$ cat src/rtl/rxaclbuf_pingpong_ctrl.sv
// Ping-pong controller for two RX ACL payload SRAM banks: the link controller
// fills one bank while the baseband state machine drains the other.
module rxaclbuf_pingpong_ctrl #(
  parameter int unsigned AW = 8,
  parameter int unsigned DW = 32
) (
  input  logic          clk_6M,
  input  logic          rst,
  input  logic          lnctrl_start,
  input  logic          lnctrl_we,
  input  logic [DW-1:0] lnctrl_din,
  input  logic          lnctrl_end,
  input  logic          lnctrl_abort,
  output logic          lnctrl_busy,
  output logic          lnctrl_ovf,
  input  logic          bsm_cs,
  input  logic [AW-1:0] bsm_addr,
  input  logic          bsm_read_endp,
  output logic          bsm_avail,
  output logic [AW:0]   bsm_len,
  output logic [DW-1:0] bsm_dout,
  output logic [AW-1:0] bank0_a,
  output logic [DW-1:0] bank0_din,
  output logic          bank0_we,
  output logic          bank0_cs,
  input  logic [DW-1:0] bank0_dout,
  output logic [AW-1:0] bank1_a,
  output logic [DW-1:0] bank1_din,
  output logic          bank1_we,
  output logic          bank1_cs,
  input  logic [DW-1:0] bank1_dout
);

  typedef enum logic [1:0] {B_EMPTY = 2'd0, B_FILL = 2'd1, B_FULL = 2'd2} bank_st_e;
  typedef enum logic {W_IDLE = 1'b0, W_WRITE = 1'b1} wr_st_e;

  wr_st_e        wr_st_q, wr_st_d;
  bank_st_e      bank_q [2];
  bank_st_e      bank_d [2];
  logic [AW:0]   len_q  [2];
  logic [AW:0]   len_d  [2];
  logic          wb_q, wb_d;
  logic          rb_q, rb_d;
  logic          dsel_q, dsel_d;
  logic          ovf_q, ovf_d;
  logic [AW:0]   wptr_q, wptr_d;
  logic [AW:0]   wcnt;
  logic          avail;

  logic [1:0]          b_cs, b_we;
  logic [1:0][AW-1:0]  b_a;
  logic [1:0][DW-1:0]  b_din;

  always_comb begin
    wr_st_d = wr_st_q;
    bank_d  = bank_q;
    len_d   = len_q;
    wb_d    = wb_q;
    rb_d    = rb_q;
    dsel_d  = dsel_q;
    ovf_d   = ovf_q;
    wptr_d  = wptr_q;
    wcnt    = wptr_q;
    b_cs    = '0;
    b_we    = '0;
    b_a     = '0;
    b_din   = '0;
    avail   = (bank_q[rb_q] == B_FULL);

    case (wr_st_q)
      W_IDLE: begin
        if (lnctrl_start) begin
          if (bank_q[wb_q] == B_EMPTY) begin
            wr_st_d      = W_WRITE;
            bank_d[wb_q] = B_FILL;
            wptr_d       = '0;
          end else begin
            ovf_d = 1'b1;
          end
        end
      end
      W_WRITE: begin
        if (lnctrl_we) begin
          if (!wptr_q[AW]) begin
            b_cs[wb_q]  = 1'b1;
            b_we[wb_q]  = 1'b1;
            b_a[wb_q]   = wptr_q[AW-1:0];
            b_din[wb_q] = lnctrl_din;
            wcnt        = wptr_q + (AW+1)'(1);
          end else begin
            ovf_d = 1'b1;
          end
        end
        wptr_d = wcnt;
        // abort wins over restart, restart over commit
        if (lnctrl_abort) begin
          bank_d[wb_q] = B_EMPTY;
          wr_st_d      = W_IDLE;
        end else if (lnctrl_start) begin
          wptr_d = '0;
        end else if (lnctrl_end) begin
          bank_d[wb_q] = B_FULL;
          len_d[wb_q]  = wcnt;
          wb_d         = ~wb_q;
          wr_st_d      = W_IDLE;
        end
      end
      default: wr_st_d = W_IDLE;
    endcase

    // Reader only touches a FULL bank; the writer only an EMPTY/FILL one.
    if (bsm_cs && avail) begin
      b_cs[rb_q] = 1'b1;
      b_a[rb_q]  = bsm_addr;
      dsel_d     = rb_q;
    end
    if (bsm_read_endp && avail) begin
      bank_d[rb_q] = B_EMPTY;
      rb_d         = ~rb_q;
    end
  end

  always_ff @(posedge clk_6M) begin
    if (rst) begin
      wr_st_q <= W_IDLE;
      bank_q  <= '{default: B_EMPTY};
      len_q   <= '{default: '0};
      wb_q    <= 1'b0;
      rb_q    <= 1'b0;
      dsel_q  <= 1'b0;
      ovf_q   <= 1'b0;
      wptr_q  <= '0;
    end else begin
      wr_st_q <= wr_st_d;
      bank_q  <= bank_d;
      len_q   <= len_d;
      wb_q    <= wb_d;
      rb_q    <= rb_d;
      dsel_q  <= dsel_d;
      ovf_q   <= ovf_d;
      wptr_q  <= wptr_d;
    end
  end

  assign lnctrl_busy = (bank_q[wb_q] != B_EMPTY);
  assign lnctrl_ovf  = ovf_q;
  assign bsm_avail   = avail;
  assign bsm_len     = len_q[rb_q];
  assign bsm_dout    = dsel_q ? bank1_dout : bank0_dout;

  assign bank0_cs  = b_cs[0];
  assign bank0_we  = b_we[0];
  assign bank0_a   = b_a[0];
  assign bank0_din = b_din[0];
  assign bank1_cs  = b_cs[1];
  assign bank1_we  = b_we[1];
  assign bank1_a   = b_a[1];
  assign bank1_din = b_din[1];

endmodule

$ cat config.mk
export PLATFORM = sky130hd
export DESIGN_NAME = rxaclbuf_pingpong_ctrl
export DESIGN_NICKNAME = d
export VERILOG_FILES = /design/src/rtl/rxaclbuf_pingpong_ctrl.sv
export SDC_FILE = /design/constraint.sdc
export NUM_CORES = 1
export LEC_CHECK = 0
export CAP_MARGIN = 20
export CORE_MARGIN = 1.5
export CORE_UTILIZATION = 35
export CTS_CLUSTER_DIAMETER = 60
export DETAILED_ROUTE_END_ITERATION = 16
export GPL_TIMING_DRIVEN = 0
export PLACE_DENSITY = 0.92
export SLEW_MARGIN = 10
export SYNTH_ARGS = -nofsm -noshare
export SYNTH_HDL_FRONTEND = slang
export SYNTH_SLANG_ARGS = --single-unit
$ cat constraint.sdc
create_clock -name clk_6M -period 2.2 [get_ports clk_6M]
set_input_delay 0.55 -clock clk_6M [delete_from_list [all_inputs] [get_ports clk_6M]]
set_output_delay 0.55 -clock clk_6M [all_outputs]
set_load 0.1 [all_outputs]
Word level (Yosys, flattened, before mapping)
Cells that the tools add are included.
{"block": "classes", "n_addsub": 1, "order_cmp": 8, "n_eq_ne": 6, "n_mux": 65, "n_bitwise": 20, "reduce_logical": 11}
{"op": "$mux 64", "n": 3}
{"op": "$mux 9", "n": 11}
{"op": "$and 64x64->64", "n": 1}
{"op": "$mux 16", "n": 4}
{"op": "$mux 32", "n": 2}
{"op": "$demux 32 s1", "n": 1}
{"op": "$mux 2", "n": 12}
{"op": "$mux 4", "n": 6}
{"op": "$bwmux 18", "n": 1}
{"op": "$pmux 9 s2", "n": 1}
{"op": "$and 16x16->16", "n": 1}
{"op": "$bwmux 16", "n": 1}
{"op": "$demux 8 s1", "n": 2}
{"op": "$mux 8", "n": 2}
{"op": "$mux 1", "n": 11}
{"op": "$add 9x1->9 const B", "n": 1}
{"op": "$demux 9 s1", "n": 1}
{"op": "$and 4x4->4", "n": 2}
{"op": "$ne 2x2->1 const B", "n": 4}
{"op": "$not 4->4", "n": 2}
{"op": "$pmux 4 s2", "n": 1}
{"op": "$reduce_and 4->1", "n": 2}
{"op": "$logic_and 1x1->1", "n": 6}
{"op": "$or 2x2->2", "n": 3}
{"op": "16 further kinds", "n": 30}
{"block": "totals", "reg_bits": 36, "input_bits": 112, "word_cells": 121}

Longest topological paths before layout
Gate-level depths: netlist (run 1).
{"block": "depth", "ltp_word": 13, "depth_mapped": 7, "mapped_depth_nobuf": 5}

Worst setup path after synthesis (run 1)
Ideal clock, no wire load.
{"block": "synth_timing", "path_type": "input-to-output", "startpoint": "in lnctrl_we", "endpoint": "out bank0_a[1]", "arrival_time_ns": 3.868, "setup_slack_ns": -2.218, "stages": 4, "path_buffers": 0, "path_cell_list": "nand2b_1 nor2_2 nand2_1 o21ai_0"}
{"block": "synth_between", "elab_chain_cells": 4}
{"item": "from (decl)", "line_no": "10", "source": "input logic lnctrl_we,"}
{"item": "$mux 16 *", "line_no": "83", "source": "if (lnctrl_we) begin"}
{"item": "$mux 16 *", "line_no": "70", "source": "case (wr_st_q)"}
{"item": "$bwmux 16", "line_no": "114", "source": "b_a[rb_q] = bsm_addr;"}
{"item": "$mux 16 *", "line_no": "112", "source": "if (bsm_cs && avail) begin"}
{"item": "to (decl)", "line_no": "22", "source": "output logic [AW-1:0] bank0_a,"}
Every way passes the cells marked *; elsewhere a longest branch is shown, timed or not.

Final worst setup path (run 1)
{"block": "layout_timing", "startpoint": "reg wptr_q[8]", "endpoint": "out bank1_din[1]"}
{"block": "layout_between", "elab_chain_cells": 3}
{"item": "from (decl)", "line_no": "46", "source": "logic [AW:0] wptr_q, wptr_d;"}
{"item": "from (signal assigned)", "line_no": "141", "source": "wptr_q <= wptr_d;"}
{"item": "$mux 64", "line_no": "84", "source": "if (!wptr_q[AW]) begin"}
{"item": "$mux 64", "line_no": "83"}
{"item": "$mux 64", "line_no": "70"}
{"item": "to (decl)", "line_no": "28", "source": "output logic [DW-1:0] bank1_din,"}
Every way passes these cells.

==> out/metrics.csv, run 1 <==
stage,metric,value,unit
place,pre_cts_ws,-1.64,ns
timing,worstMarginPinSlew,0.961,ns
timing,fin_skew,0.0131,ns
synthesis,synth_area,0.00285,mm2
power,leakage,2.95,nW
timing,tns,-7.30,ns
clocking,cts_hold_buf,0,
clocking,cts-root-buf,clkbuf_8,
synthesis,synth_nets,478,
global_routing,grt_max_degree,13,
timing,max_freq,0.414,GHz
drt,first_iter_violations,474,
synthesis,avgSynthCellArea,7.81,um2
place,dpl_cell_area,0.00566,mm2
run_status,status,"complete, but fails checks",
cells_and_area,drive_above_1_share,57.2,%
clocking,clockBufferDepth,2,
global_routing,met3_usage,12.0,%
global_routing,gr-usage-met1,29.2,%
synthesis,synth_ff_type,dfxtp_1,
timing,drv_slew,0,
floorplan,rows,32,
worst_setup_path,crit_buf_inv,2,
cells_and_area,final_common_cell,clkdlybuf4s50_1,
timing,grt_setup_unrepaired,true,
timing,finalWorstSetupSlack,-0.213,ns
floorplan,start_util,36.5,%
floorplan,die_x,93.3,um
clocking,clkTransAtPathRegs,0.09,ns
drt,viasPerCell,6.32,
place,io_buffer_count,238,
synthesis,ys_seq_area_share,25.3,%
global_routing,met2_usage,69.6,%
synthesis,yosys_warnings,0,
cells_and_area,layout_common_cells,"clkdlybuf4s50_1, buf_12, mux2_2",
synthesis,synth-seq-cells,36,
global_routing,grt_pass1_wl,23600,um
global_routing,grt.total_usage,35.6,%
worst_setup_path,worstSetupStartpointType,flop,
run_status,violations,negative setup slack,
global_routing,antenna_found_initial,0,
cells_and_area,design_area,0.00685,mm2
timing,holdWs,0.504,ns
floorplan,dieArea,0.00870,mm2
clocking,cts_buffers,5,
worst_setup_path,cp_slowest_cell,dfxtp_4,
worst_setup_path,crit_fanout,10,
floorplan,die_y,93.3,um
clocking,cts.sinks,36,
global_routing,busiest_layer,met2,
power,powerDensity,356,mW/mm2
cells_and_area,diodes,0,
worst_setup_path,cpPeakStageDelay,0.40,ns
synthesis,ys_types,47,
global_routing,grt_pass1_vias,4481,
drt,finalWirelength,21000,um
drt,antenna_left,0,
power,ir_drop,0.282,mV
timing,period_share,110,%
global_routing,grt_overflow,0,
worst_setup_path,worstPathArrival,1.86,ns
worst_hold_path,hold_path_class,reg -> reg,
clocking,h-tree-depth,2,
worst_setup_path,critPathRequiredTime,1.65,ns
timing,finalHoldViolations,0,
drt,firstDrtPassIters,7,
worst_setup_path,crit_type,reg -> out,
drt,drc,0,
run,maxCapViolations,0,
worst_setup_path,crit_path_end_kind,output port,
synthesis,synth-async-reset-ratio,0,%
clocking,worstSkewPairLatency,0.32,ns
place,gp_congestion,0.965,
synthesis,syn_inst,365,
floorplan,core,0.00781,mm2
cells_and_area,areaGrowthSynthToFinish,140,%
floorplan,io_pins,240,
worst_setup_path,cp_top_family,simple AND/OR/NAND/NOR gates,
drt,via_count,4659,
synthesis,synth_edf_count,0,
worst_setup_path,path_cells,nand2b_4 > nor2_4 > buf_4 > and2_2 > buf_12,
timing,slew_headroom,36.2,%
timing,setup_viol,88,
place,dpl.hpwl,10800,um
timing,period_needed,2.41,ns
cells_and_area,nets,747,
clocking,cts_tree,done,
drt,wire_per_inst,28.5,um
==> registers in the layout (all words and copies together) (netlist names) <==
name and flops:
len_q 18, wptr_q 9, bank_q 4, dsel_q 1, lnctrl_ovf 1, rb_q 1
wb_q 1, wr_st_q 1
==> per-stage QoR <==
stage               util, %  instances  total power, mW
detailed placement     72.5        705             1.70
CTS                    79.7        731             2.31
global route           87.7        737             2.47
finish                 87.7        737             2.44
global placement       72.5        705             1.69
floorplan                 -        365             1.33
==> where the power goes <==
part	internal [mW]	switching, mW
registers	0.660	0.0125
logic	0.403	0.749
clock network	0.336	0.282
==> routing by layer <==
metal | routed length, um | vias to the layer above | share of wire, %
li1 | - | 1827 | -
met1 | 5560 | 2093 | 26
met2 | 10100 | 513 | 48
met3 | 2560 | 224 | 12
met4 | 2730 | 2 | 13
met5 | 15 | - | 0.071
==> what timing repair did <==
action,in CTS,in global routing
buffers inserted,17,5
cloned,2,2
setup endpoints to repair,128,116
pin swaps,12,18
gates resized for setup,929,161
==> cell usage after synthesis (2+ instances only) <==
cell / instances / area, um2
a211oi_1: 15 / 113
buf_2: 10 / 50.1
nor2b_1: 3 / 18.8
nand3_1: 10 / 50.1
o21ai_0: 13 / 65.1
nand4_1: 2 / 12.5
or2_2: 2 / 12.5
buf_4: 3 / 22.5
nand2_1: 46 / 173
nand2b_1: 2 / 12.5
inv_2: 2 / 7.51
nor3_1: 6 / 30.0
a211oi_2: 4 / 50.1
a21oi_1: 12 / 60.1
and2_1: 37 / 231
xor2_1: 4 / 35.0
o31ai_1: 2 / 15.0
inv_1: 3 / 11.3
nor2_1: 27 / 101
xnor2_1: 2 / 17.5
o21ai_1: 3 / 15.0
a21o_1: 5 / 37.5
mux2_2: 41 / 462
dfxtp_1: 36 / 721
clkbuf_1: 15 / 56.3
a31oi_1: 4 / 25.0
buf_6: 3 / 33.8
and3_1: 34 / 213
==> path summary, 6_finish.rpt <==
| path | endpoint | startpoint | slack, ns | depth (start not counted) |
|---|---|---|---|---|
| min reg2reg | len_q[8]$_SDFFE_PP0P_ | len_q[8]$_SDFFE_PP0P_ | 0.50 | 2 |
| min | len_q[8]$_SDFFE_PP0P_ | len_q[8]$_SDFFE_PP0P_ | 0.50 | 2 |
| max | bank1_din[1] | wptr_q[8]$_SDFFE_PP0P_ | -0.21 | 5 |
| max reg2reg | wptr_q[7]$_SDFFE_PP0P_ | wr_st_q$_SDFF_PP0_ | 0.41 | 6 |
==> area by class of cell <==
type,count,area (um2)
inverters,5,18.8
multi-input cells,292,2390
fillers,341,957
clock inverters,3,42.5
plain buffers,30,280
well taps,102,128
clock buffers,5,68.8
repair buffers,264,3180
flip-flops and latches,36,742
==> worst min-delay path: stages (launching register included) <==
cell     delay [ns]
dfxtp_1        0.33
mux2i_1        0.07
nor2_1         0.08
==> cells by family after synthesis <==
logic type | after synthesis | synth area share (%)
adders and majority gates | 1 | 0.439
muxes | 42 | 16.5
buffers and inverters | 37 | 6.49
DFF | 36 | 25.3
and+or+nand+nor | 180 | 34.5
xor gates and xnor gates | 6 | 1.84
AOI/OAI and AO/OA | 63 | 14.9
Power figures use the tool's default switching activity.
==> inputs of run 2 (changes only) <==
--- a/config.mk
+++ b/config.mk
@@ -11,6 +11,7 @@
 export CTS_CLUSTER_DIAMETER = 60
 export DETAILED_ROUTE_END_ITERATION = 16
 export GPL_TIMING_DRIVEN = 0
+export HOLD_SLACK_MARGIN = 0.1
 export PLACE_DENSITY = 0.92
 export SLEW_MARGIN = 10
 export SYNTH_ARGS = -nofsm -noshare
==> results of run 2 <==
The final DEF is identical to that of run 1; final timing and power are the same.
==> inputs of run 3 (changes only) <==
--- a/config.mk
+++ b/config.mk
@@ -13,6 +13,7 @@
 export GPL_TIMING_DRIVEN = 0
 export HOLD_SLACK_MARGIN = 0.1
 export PLACE_DENSITY = 0.92
+export SKIP_CTS_REPAIR_TIMING = 1
 export SLEW_MARGIN = 10
 export SYNTH_ARGS = -nofsm -noshare
 export SYNTH_HDL_FRONTEND = slang
==> out/metrics.csv, run 3 (synthesized netlist as in run 1, its figures left out) <==
stage,metric,value,unit
drt,finalWirelength,17400,um
worst_setup_path,crit_path_end_kind,output port,
floorplan,start_util,36.5,%
timing,grt_setup_unrepaired,true,
worst_setup_path,r2r-start,bank_q[3]$_SDFF_PP0_,
floorplan,io_pins,240,
worst_setup_path,critPathRequiredTime,1.65,ns
worst_hold_path,min_from,len_q[13]$_SDFFE_PP0P_,
worst_setup_path,rrSetupSlack,0.49,ns
place,pre_cts_ws,-1.64,ns
floorplan,dieArea,0.00870,mm2
worst_setup_path,r2r_end,wptr_q[6]$_SDFFE_PP0P_,
cells_and_area,drive_above_1_share,54.6,%
global_routing,grt_pass1_wl,19500,um
global_routing,antenna_found_initial,0,
floorplan,rows,32,
timing,finalHoldViolations,0,
worst_setup_path,cpPeakStageDelay,0.39,ns
cells_and_area,diodes,0,
clocking,cts-root-buf,clkbuf_8,
drt,first_iter_violations,361,
power,powerDensity,366,mW/mm2
cells_and_area,largest_reg_flops,18,
drt,wire_per_inst,24.1,um
clocking,clkTransAtPathRegs,0.08,ns
cells_and_area,final_common_cell,clkdlybuf4s50_1,
global_routing,grt_max_degree,13,
worst_hold_path,hold_path_end,len_q[13]$_SDFFE_PP0P_,
place,placed_cells,705,
worst_setup_path,worstPathArrival,1.77,ns
clocking,h-tree-depth,2,
cells_and_area,top_register,len_q,
run_status,status,"complete, but fails checks",
timing,setup_viol,83,
cells_and_area,multi_input_area,0.00233,mm2
worst_hold_path,min_path_cells,2,
cells_and_area,layoutNonFillerInstCount,721,
timing,tns,-3.95,ns
timing,finalWorstSetupSlack,-0.117,ns
place,gp_congestion,0.965,
place,io_buffer_count,238,
worst_hold_path,hold_path_class,reg -> reg,
clocking,cts_tree,done,
place,dpl.hpwl,10800,um
run_status,violations,negative setup slack,
timing,period_needed,2.32,ns
worst_setup_path,worstSetupStartpointType,flop,
drt,drc,0,
worst_setup_path,cp_slowest_cell,dfxtp_4,
cells_and_area,nFillCells,409,
power,leakage,2.78,nW
cells_and_area,reg_top3,"len_q x18, wptr_q x9, bank_q x4",
timing,drv_slew,0,
power,ir_drop,0.369,mV
cells_and_area,areaGrowthSynthToFinish,128,%
cells_and_area,utilization,83.1,%
worst_setup_path,r2r_cells,5,
worst_setup_path,crit_fanout,10,
clocking,worstSkewPairLatency,0.30,ns
power,total_power,2.37,mW
clocking,clockBufferDepth,2,
floorplan,core,0.00781,mm2
cells_and_area,layout_common_cells,"clkdlybuf4s50_1, buf_12, mux2_2",
timing,slew_headroom,35.7,%
floorplan,die_x,93.3,um
timing,worstMarginPinSlew,0.963,ns
timing,period_share,105,%
run,maxCapViolations,0,
global_routing,grt_pass1_vias,3843,
place,dpl_cell_area,0.00566,mm2
cells_and_area,design_area,0.00649,mm2
cells_and_area,nets,731,
worst_setup_path,path_cells,nand2b_4 > nor2_4 > buf_4 > and2_2 > buf_8,
timing,max_freq,0.432,GHz
worst_setup_path,crit_type,reg -> out,
global_routing,grt.total_usage,28.8,%
cells_and_area,register_area,734,um2
timing,fin_skew,0.0134,ns
floorplan,die_y,93.3,um
clocking,cts.sinks,36,
drt,antenna_left,0,
global_routing,grt_overflow,0,
clocking,cts_buffers,5,
drt,via_count,4195,
drt,firstDrtPassIters,5,
timing,holdWs,0.500,ns
drt,viasPerCell,5.82,
==> run 3: how the worst max path moves through the flow <==
stage	cells after the start	endpoint	slack, ns	start
2_1_floorplan	5	bank0_a[1]	-0.33	wb_q$_SDFFE_PP0P_
3_3_place_gp	6	bank0_din[9]	-1.57	lnctrl_we
3_5_place_dp	6	bank0_din[14]	-1.64	lnctrl_we
4_1_cts	6	bank0_din[14]	-1.65	lnctrl_we
5_1_grt	6	bank1_a[3]	-0.14	wptr_q[8]$_SDFFE_PP0P_
6_report	5	bank1_din[24]	-0.12	wptr_q[8]$_SDFFE_PP0P_
==> run 3: metal layers <==
| layer | track usage [%] | up-vias | share of wire [%] |
|---|---|---|---|
| met5 | 0 | - | 0 |
| met4 | 12.1 | 0 | 8.8 |
| met3 | 10.2 | 120 | 9.7 |
| met2 | 56.8 | 344 | 52 |
| met1 | 25.9 | 1947 | 29 |
| li1 | - | 1784 | - |
==> run 3: final cells by class <==
| class | count | share of cell area, % |
|---|---|---|
| multi-input combinational | 293 | 35.9 |
| sequential | 36 | 11.3 |
| timing repair buffer | 247 | 44.8 |
| buffer | 30 | 3.99 |
| inverter | 5 | 0.289 |
| clock inverter | 3 | 0.656 |
| clock buffer | 5 | 1.06 |
| tap | 102 | 1.97 |
==> run 3: power by group <==
group          leakage [nW]  switching, mW  total, mW  internal [mW]
Combinational          2.43          0.719       1.10          0.384
Sequential            0.295         0.0140      0.676          0.662
Clock                0.0541          0.259      0.595          0.335
==> run 3: critical path, delay by kind of cell, from the launching register on <==
family                 cells  cell delay (ns)
buffers and inverters      2             0.43
flip-flops                 1             0.39
AND/OR/NAND/NOR            3             0.63
